File: src/rtl/pattern_tx_pkg.sv
// Shared definitions for the sync-pattern frame transmitter and its matching detectors.
// Holds the FSM state type, the default sync pattern and a small width helper.
package pattern_tx_pkg;

    typedef enum logic [1:0] {
        IDLE = 2'd0,
        SYNC = 2'd1,
        DATA = 2'd2,
        GAP  = 2'd3
    } tx_state_e;

    localparam int SYNC_LEN = 5;
    localparam logic [SYNC_LEN-1:0] SYNC_PATTERN = 5'b00110;

    // Largest of three sizes; used to size the shared bit index counter.
    function automatic int max3(input int a, input int b, input int c);
        int m;
        m = (a > b) ? a : b;
        return (m > c) ? m : c;
    endfunction

endpackage

File: src/rtl/pattern_bit_timer.sv
// Bit period timer: counts 0..CLKS_PER_BIT-1 while enabled, and marks the
// first and last clk cycle of every serial bit. It is held at zero when disabled.
module pattern_bit_timer #(
    parameter int CLKS_PER_BIT = 1
) (
    input  logic clk,
    input  logic rst,
    input  logic enable,
    output logic bit_start,
    output logic bit_end
);

    localparam int CNT_W = (CLKS_PER_BIT > 1) ? $clog2(CLKS_PER_BIT) : 1;
    localparam logic [CNT_W-1:0] CNT_ZERO = {CNT_W{1'b0}};
    localparam logic [CNT_W-1:0] CNT_LAST = CNT_W'(CLKS_PER_BIT - 1);
    localparam logic [CNT_W-1:0] CNT_ONE  = CNT_W'(1);

    logic [CNT_W-1:0] cnt_r;

    // Period counter, wrapping at the last count of each bit
    always_ff @(posedge clk) begin
        if (rst) begin
            cnt_r <= CNT_ZERO;
        end else if (!enable) begin
            cnt_r <= CNT_ZERO;
        end else if (cnt_r == CNT_LAST) begin
            cnt_r <= CNT_ZERO;
        end else begin
            cnt_r <= cnt_r + CNT_ONE;
        end
    end

    assign bit_start = enable && (cnt_r == CNT_ZERO);
    assign bit_end   = enable && (cnt_r == CNT_LAST);

endmodule

File: src/rtl/pattern_frame_tx.sv
// Serial frame transmitter: takes one payload word over valid/ready, then sends
// the sync pattern followed by the payload MSB first, with an optional idle gap.
module pattern_frame_tx
    import pattern_tx_pkg::*;
#(
    parameter int                 DATA_W       = 8,
    parameter int                 PAT_LEN      = SYNC_LEN,
    parameter logic [PAT_LEN-1:0] PATTERN      = SYNC_PATTERN,
    parameter int                 CLKS_PER_BIT = 1,
    parameter int                 GAP_BITS     = 0,
    parameter logic               IDLE_LEVEL   = 1'b1
) (
    input  logic              clk,
    input  logic              rst,
    input  logic              in_valid,
    input  logic [DATA_W-1:0] in_data,
    output logic              in_ready,
    output logic              serial_out,
    output logic              bit_strobe,
    output logic              busy,
    output logic              frame_done
);

    localparam int FRAME_W = PAT_LEN + DATA_W;
    localparam int IDX_MAX = max3(PAT_LEN, DATA_W, GAP_BITS) - 1;
    localparam int IDX_W   = (IDX_MAX > 0) ? $clog2(IDX_MAX + 1) : 1;
    localparam logic [IDX_W-1:0] IDX_ZERO  = {IDX_W{1'b0}};
    localparam logic [IDX_W-1:0] IDX_ONE   = IDX_W'(1);
    localparam logic [IDX_W-1:0] SYNC_LAST = IDX_W'(PAT_LEN - 1);
    localparam logic [IDX_W-1:0] DATA_LAST = IDX_W'(DATA_W - 1);
    localparam logic [IDX_W-1:0] GAP_LAST  = IDX_W'((GAP_BITS > 0) ? GAP_BITS - 1 : 0);

    tx_state_e          state_r, state_nx_s;
    logic [IDX_W-1:0]   idx_r, idx_nx_s;
    logic [FRAME_W-1:0] shift_r, shift_nx_s, load_s;
    logic               serial_out_r, serial_nx_s;
    logic               busy_r;
    logic               in_ready_s, take_s;
    logic               timer_en_s, bit_start_s, bit_end_s;

    assign in_ready_s = (state_r == IDLE) && !rst;
    assign take_s     = in_valid && in_ready_s;
    assign timer_en_s = (state_r != IDLE);
    // Pattern and payload share one shift register so the line is always its MSB.
    assign load_s     = {PATTERN, in_data};

    pattern_bit_timer #(
        .CLKS_PER_BIT (CLKS_PER_BIT)
    ) u_bit_timer (
        .clk       (clk),
        .rst       (rst),
        .enable    (timer_en_s),
        .bit_start (bit_start_s),
        .bit_end   (bit_end_s)
    );

    // Next-state, bit index, shift register and next serial level
    always_comb begin
        state_nx_s  = state_r;
        idx_nx_s    = idx_r;
        shift_nx_s  = shift_r;
        serial_nx_s = serial_out_r;
        case (state_r)
            IDLE: begin
                if (take_s) begin
                    state_nx_s  = SYNC;
                    idx_nx_s    = SYNC_LAST;
                    shift_nx_s  = load_s;
                    serial_nx_s = load_s[FRAME_W-1];
                end else begin
                    serial_nx_s = IDLE_LEVEL;
                end
            end
            SYNC: begin
                if (bit_end_s) begin
                    shift_nx_s  = {shift_r[FRAME_W-2:0], 1'b0};
                    serial_nx_s = shift_r[FRAME_W-2];
                    if (idx_r == IDX_ZERO) begin
                        state_nx_s = DATA;
                        idx_nx_s   = DATA_LAST;
                    end else begin
                        idx_nx_s   = idx_r - IDX_ONE;
                    end
                end else begin
                    serial_nx_s = serial_out_r;
                end
            end
            DATA: begin
                if (bit_end_s) begin
                    shift_nx_s = {shift_r[FRAME_W-2:0], 1'b0};
                    if (idx_r == IDX_ZERO) begin
                        serial_nx_s = IDLE_LEVEL;
                        if (GAP_BITS > 0) begin
                            state_nx_s = GAP;
                            idx_nx_s   = GAP_LAST;
                        end else begin
                            state_nx_s = IDLE;
                            idx_nx_s   = IDX_ZERO;
                        end
                    end else begin
                        serial_nx_s = shift_r[FRAME_W-2];
                        idx_nx_s    = idx_r - IDX_ONE;
                    end
                end else begin
                    serial_nx_s = serial_out_r;
                end
            end
            GAP: begin
                serial_nx_s = IDLE_LEVEL;
                if (bit_end_s && (idx_r == IDX_ZERO)) begin
                    state_nx_s = IDLE;
                end else if (bit_end_s) begin
                    idx_nx_s = idx_r - IDX_ONE;
                end else begin
                    idx_nx_s = idx_r;
                end
            end
            default: begin
                state_nx_s  = IDLE;
                idx_nx_s    = IDX_ZERO;
                serial_nx_s = IDLE_LEVEL;
            end
        endcase
    end

    // State and registered line outputs; reset aborts any frame in flight
    always_ff @(posedge clk) begin
        if (rst) begin
            state_r      <= IDLE;
            idx_r        <= IDX_ZERO;
            shift_r      <= {FRAME_W{1'b0}};
            serial_out_r <= IDLE_LEVEL;
            busy_r       <= 1'b0;
        end else begin
            state_r      <= state_nx_s;
            idx_r        <= idx_nx_s;
            shift_r      <= shift_nx_s;
            serial_out_r <= serial_nx_s;
            busy_r       <= (state_nx_s != IDLE);
        end
    end

    assign in_ready   = in_ready_s;
    assign serial_out = serial_out_r;
    assign busy       = busy_r;
    assign bit_strobe = bit_start_s && ((state_r == SYNC) || (state_r == DATA));
    assign frame_done = (state_r == DATA) && (idx_r == IDX_ZERO) && bit_end_s;

endmodule

File: config.mk
export PLATFORM = sky130hd
export DESIGN_NAME = pattern_frame_tx
export DESIGN_NICKNAME = d
export VERILOG_FILES = /design/src/rtl/pattern_tx_pkg.sv /design/src/rtl/pattern_bit_timer.sv /design/src/rtl/pattern_frame_tx.sv
export SDC_FILE = /design/constraint.sdc
export NUM_CORES = 1
export LEC_CHECK = 0
export CORE_MARGIN = 2
export CORE_UTILIZATION = 55
export CTS_BUF_LIST = sky130_fd_sc_hd__clkbuf_8
export DETAILED_ROUTE_END_ITERATION = 16
export HOLD_SLACK_MARGIN = 0.06
export PLACE_DENSITY_LB_ADDON = 0.3
export RECOVER_POWER = 25
export SLEW_MARGIN = 30
export SYNTH_ARGS = -nofsm -noshare
export SYNTH_HDL_FRONTEND = slang
export SYNTH_SLANG_ARGS = --single-unit
File: constraint.sdc
create_clock -name clk -period 2.16 [get_ports clk]
set_clock_uncertainty 0.15 [all_clocks]
set_input_delay 0.54 -clock clk [delete_from_list [all_inputs] [get_ports clk]]
set_output_delay 0.54 -clock clk [all_outputs]
set_load 0.03 [all_outputs]
==> flow_summary_export.csv <==
group,metric,value,unit
drt,drt_iter0_drc,28,
yosys,synthCells,118,
critical_path,crit_required,1.47,ns
drt,route.detailed.drc,0,
die,dieWidth,48.4,um
clock_tree,cts_sinks,20,
global_routing,grt_antenna_before_repair,0,
yosys,synth_area_per_cell,9.20,um2
critical_path,critical_path.cell_chain,"inv_1, ha_4, nor3b_4, buf_6",
min_path,hold_class,"register to register",
clock_tree,cts.path.max_buffers,2,
critical_path,r2r_slack,0.14,ns
die,ios,16,
power_and_ir_drop,vdd_drop_max,0.493,mV
critical_path,cp-end-kind,"output port",
critical_path,start_kind,"register",
global_routing,gr-total-overflow,0,
placement,portBuffers,15,
die,die_area,2350,um2
critical_path,crit_type,"register to output port",
drt,first_pass_iters,4,
clock_tree,clkTransAtPathRegs,0.07,ns
yosys,syn_nets,135,
die,start_util,0.571,
flow_run,maxCapViolCount,0,
drt,drt-total-wl,2.40,mm
global_routing,globalRouteTotalUtil,0.206,
critical_path,setup.worst_path.start,"state_r[1]$_SDFF_PP0_",
finish,n_antenna_cell,0,
global_routing,grt_pass1_vias,884,
drt,vias,980,
critical_path,path_max_fanout,4,
yosys,synth-seq-cells,20,
die,fp-row-count,16,
clock_tree,cts_buffers,3,
timing,finalHoldWorstSlack,0.303,ns
finish,finalInstanceArea,1370,um2
finish,fillerInstances,128,
placement,dp_slack,-0.00863,ns
finish,post-route-util,0.718,
timing,setup_violations,0,
global_routing,grt_start_max_net_pins,12,
power_and_ir_drop,p_leak,0.541,nW
yosys,ys_types,37,
placement,placed_cells,161,
yosys,ys_warn_count,0,
finish,area_growth,25.7,%
timing,finalHoldViolCount,0,
timing,max_freq,467,MHz
yosys,ys_seq_area_frac,0.369,
clock_tree,cts_root_buffer,"clkbuf_8",
clock_tree,cts_tree,"yes",
timing,fin_ws,0.0193,ns
finish,fin_cells,166,
critical_path,arrival,1.45,ns
timing,fin_crit_sh,0.991,
yosys,synth_area,1090,um2
timing,fin_crit,2.14,ns
critical_path,endpoint,"bit_strobe",
global_routing,grt_pass1_wl,3.85,mm
finish,final_layout_size_suffix_gt1_frac,0.201,
drt,avgRoutedWirePerCell,14.4,um
placement,gp_congestion,0.822,
power_and_ir_drop,p_per_area,654,nW/um2
critical_path,r2r_cells,7,
status,status,"completed",
drt,routed_via_density,5.90,
drt,ant_nets,0,
clock_tree,clkLatencyLatePin,0.25,ns
placement,dpl_cell_area,1260,um2
critical_path,r2r_start,"state_r[1]$_SDFF_PP0_",
die,dieHeight,48.4,um
critical_path,cp_slowest_cell,"dfxtp_2",
timing,slew_violations,0,
finish,nets,157,
die,core,1900,um2
clock_tree,htreeDepth,1,
critical_path,r2r-end,"idx_r[2]$_SDFFE_PP0P_",
critical_path,slowest_delay,0.37,ns
placement,dp_hpwl,1.68,mm
-- how the worst min path moves through the flow --
stage / from / endpoint / slack [ns] / cells after the start
floorplan: shift_r[8]$_SDFFE_PP0P_ / shift_r[8]$_SDFFE_PP0P_ / 0.28 / 2
global placement: shift_r[8]$_SDFFE_PP0P_ / shift_r[8]$_SDFFE_PP0P_ / 0.29 / 2
detailed placement: shift_r[8]$_SDFFE_PP0P_ / shift_r[8]$_SDFFE_PP0P_ / 0.29 / 2
CTS: shift_r[8]$_SDFFE_PP0P_ / shift_r[8]$_SDFFE_PP0P_ / 0.30 / 2
global route: shift_r[9]$_SDFFE_PP0P_ / shift_r[9]$_SDFFE_PP0P_ / 0.32 / 2
finish: shift_r[9]$_SDFFE_PP0P_ / shift_r[9]$_SDFFE_PP0P_ / 0.30 / 2
-- cell families (layout without fill, tap and decap cells) --
family / count (synthesis) / after routing / share of synthesized area
AND/OR/NAND/NOR: 37 / 37 / 0.180
AO/OA/AOI/OAI: 29 / 29 / 0.210
flip-flops: 20 / 20 / 0.369
buffers and inverters: 15 / 36 / 0.0772
multiplexers: 10 / 10 / 0.0922
adder cells (fa/ha/maj): 6 / 6 / 0.0691
other: 1 / 1 / 0.00345
-- routing by layer --
metal / up-vias / wire length (um) / GRT usage
met2: 33 / 1200 / 0.354
met4: 0 / 56 / 0.0762
met1: 470 / 1020 / 0.256
li1: 469 / - / -
met3: 8 / 119 / 0.0401
met5: - / 0 / 0
-- power by group --
part	switching, mW	internal (mW)
combinational	0.104	0.0980
sequential	0.0188	0.395
clock	0.115	0.162
total	0.238	0.655
-- registers in the layout, summed over array words and instances (netlist names) --
register	count
state_r	2
busy	1
serial_out	1
idx_r	3
shift_r	12
u_bit_timer.cnt_r	1
-- cell type report --
class / count / area [um2] / share of cell area
sequential: 20 / 404 / 0.296
inverter: 9 / 33.8 / 0.0247
clock buffer: 4 / 55.1 / 0.0403
tap: 27 / 33.8 / 0.0247
multi-input combinational: 83 / 632 / 0.463
timing repair buffer: 23 / 206 / 0.151
-- worst max-delay path: cells and delay by family, from the launching register on --
family	cells	cell delay, ns
flip-flops	1	0.37
adder cells (fa/ha/maj)	1	0.29
buffers and inverters	2	0.28
AND/OR/NAND/NOR	1	0.26
-- cell usage in the layout, fill, tap and decap left out, drive strengths merged, types with 4 or more instances in the layout --
master,instances
a211oi,8
a21oi,4
buf,11
clkbuf,4
clkdlybuf4s50,12
dfxtp,20
ha,6
inv,9
mux2i,10
nand2,8
nand3,5
nor2,14
-- stage by stage --
step	TNS, ns	power [mW]
final	0	0.892
after global routing	-0.0275	0.938
after CTS	0	0.891
after detailed placement	-0.00863	0.611
after global placement	0	0.603
after floorplan	0	0.553
-- synth_stat cells, drive strengths merged --
cell     n  area (um2)
a211o    2        17.5
a211oi   8        60.1
a21oi    4        20.0
a221oi   2        17.5
a22oi    1        7.51
a311oi   1        15.0
a31o     1        8.76
a31oi    2        12.5
a32o     1        10.0
and2     1        6.26
and3b    1        8.76
buf      5        46.3
clkbuf   1        3.75
conb     1        3.75
dfxtp   20         400
ha       6        75.1
inv      9        33.8
mux2i   10         100
nand2    8        30.0
nand2b   1        6.26
nand3    5        25.0
nand3b   1        7.51
nor2    14        52.6
nor2b    1        13.8
nor3     1        5.00
nor3b    1        18.8
o21ai    2        10.0
o221a    1        11.3
o22a     1        8.76
o22ai    2        12.5
o41ai    1        16.3
or2      1        6.26
or3      1        6.26
or3b     1        8.76
-- repair_timing --
item,in CTS,in global routing
gates cloned,0,0
pin swaps,1,0
resized for setup,4,7
setup buffers,1,0
setup endpoints to repair,3,3
hold buffers,0,0
Note: power is estimated with default switching activity, not from simulation.
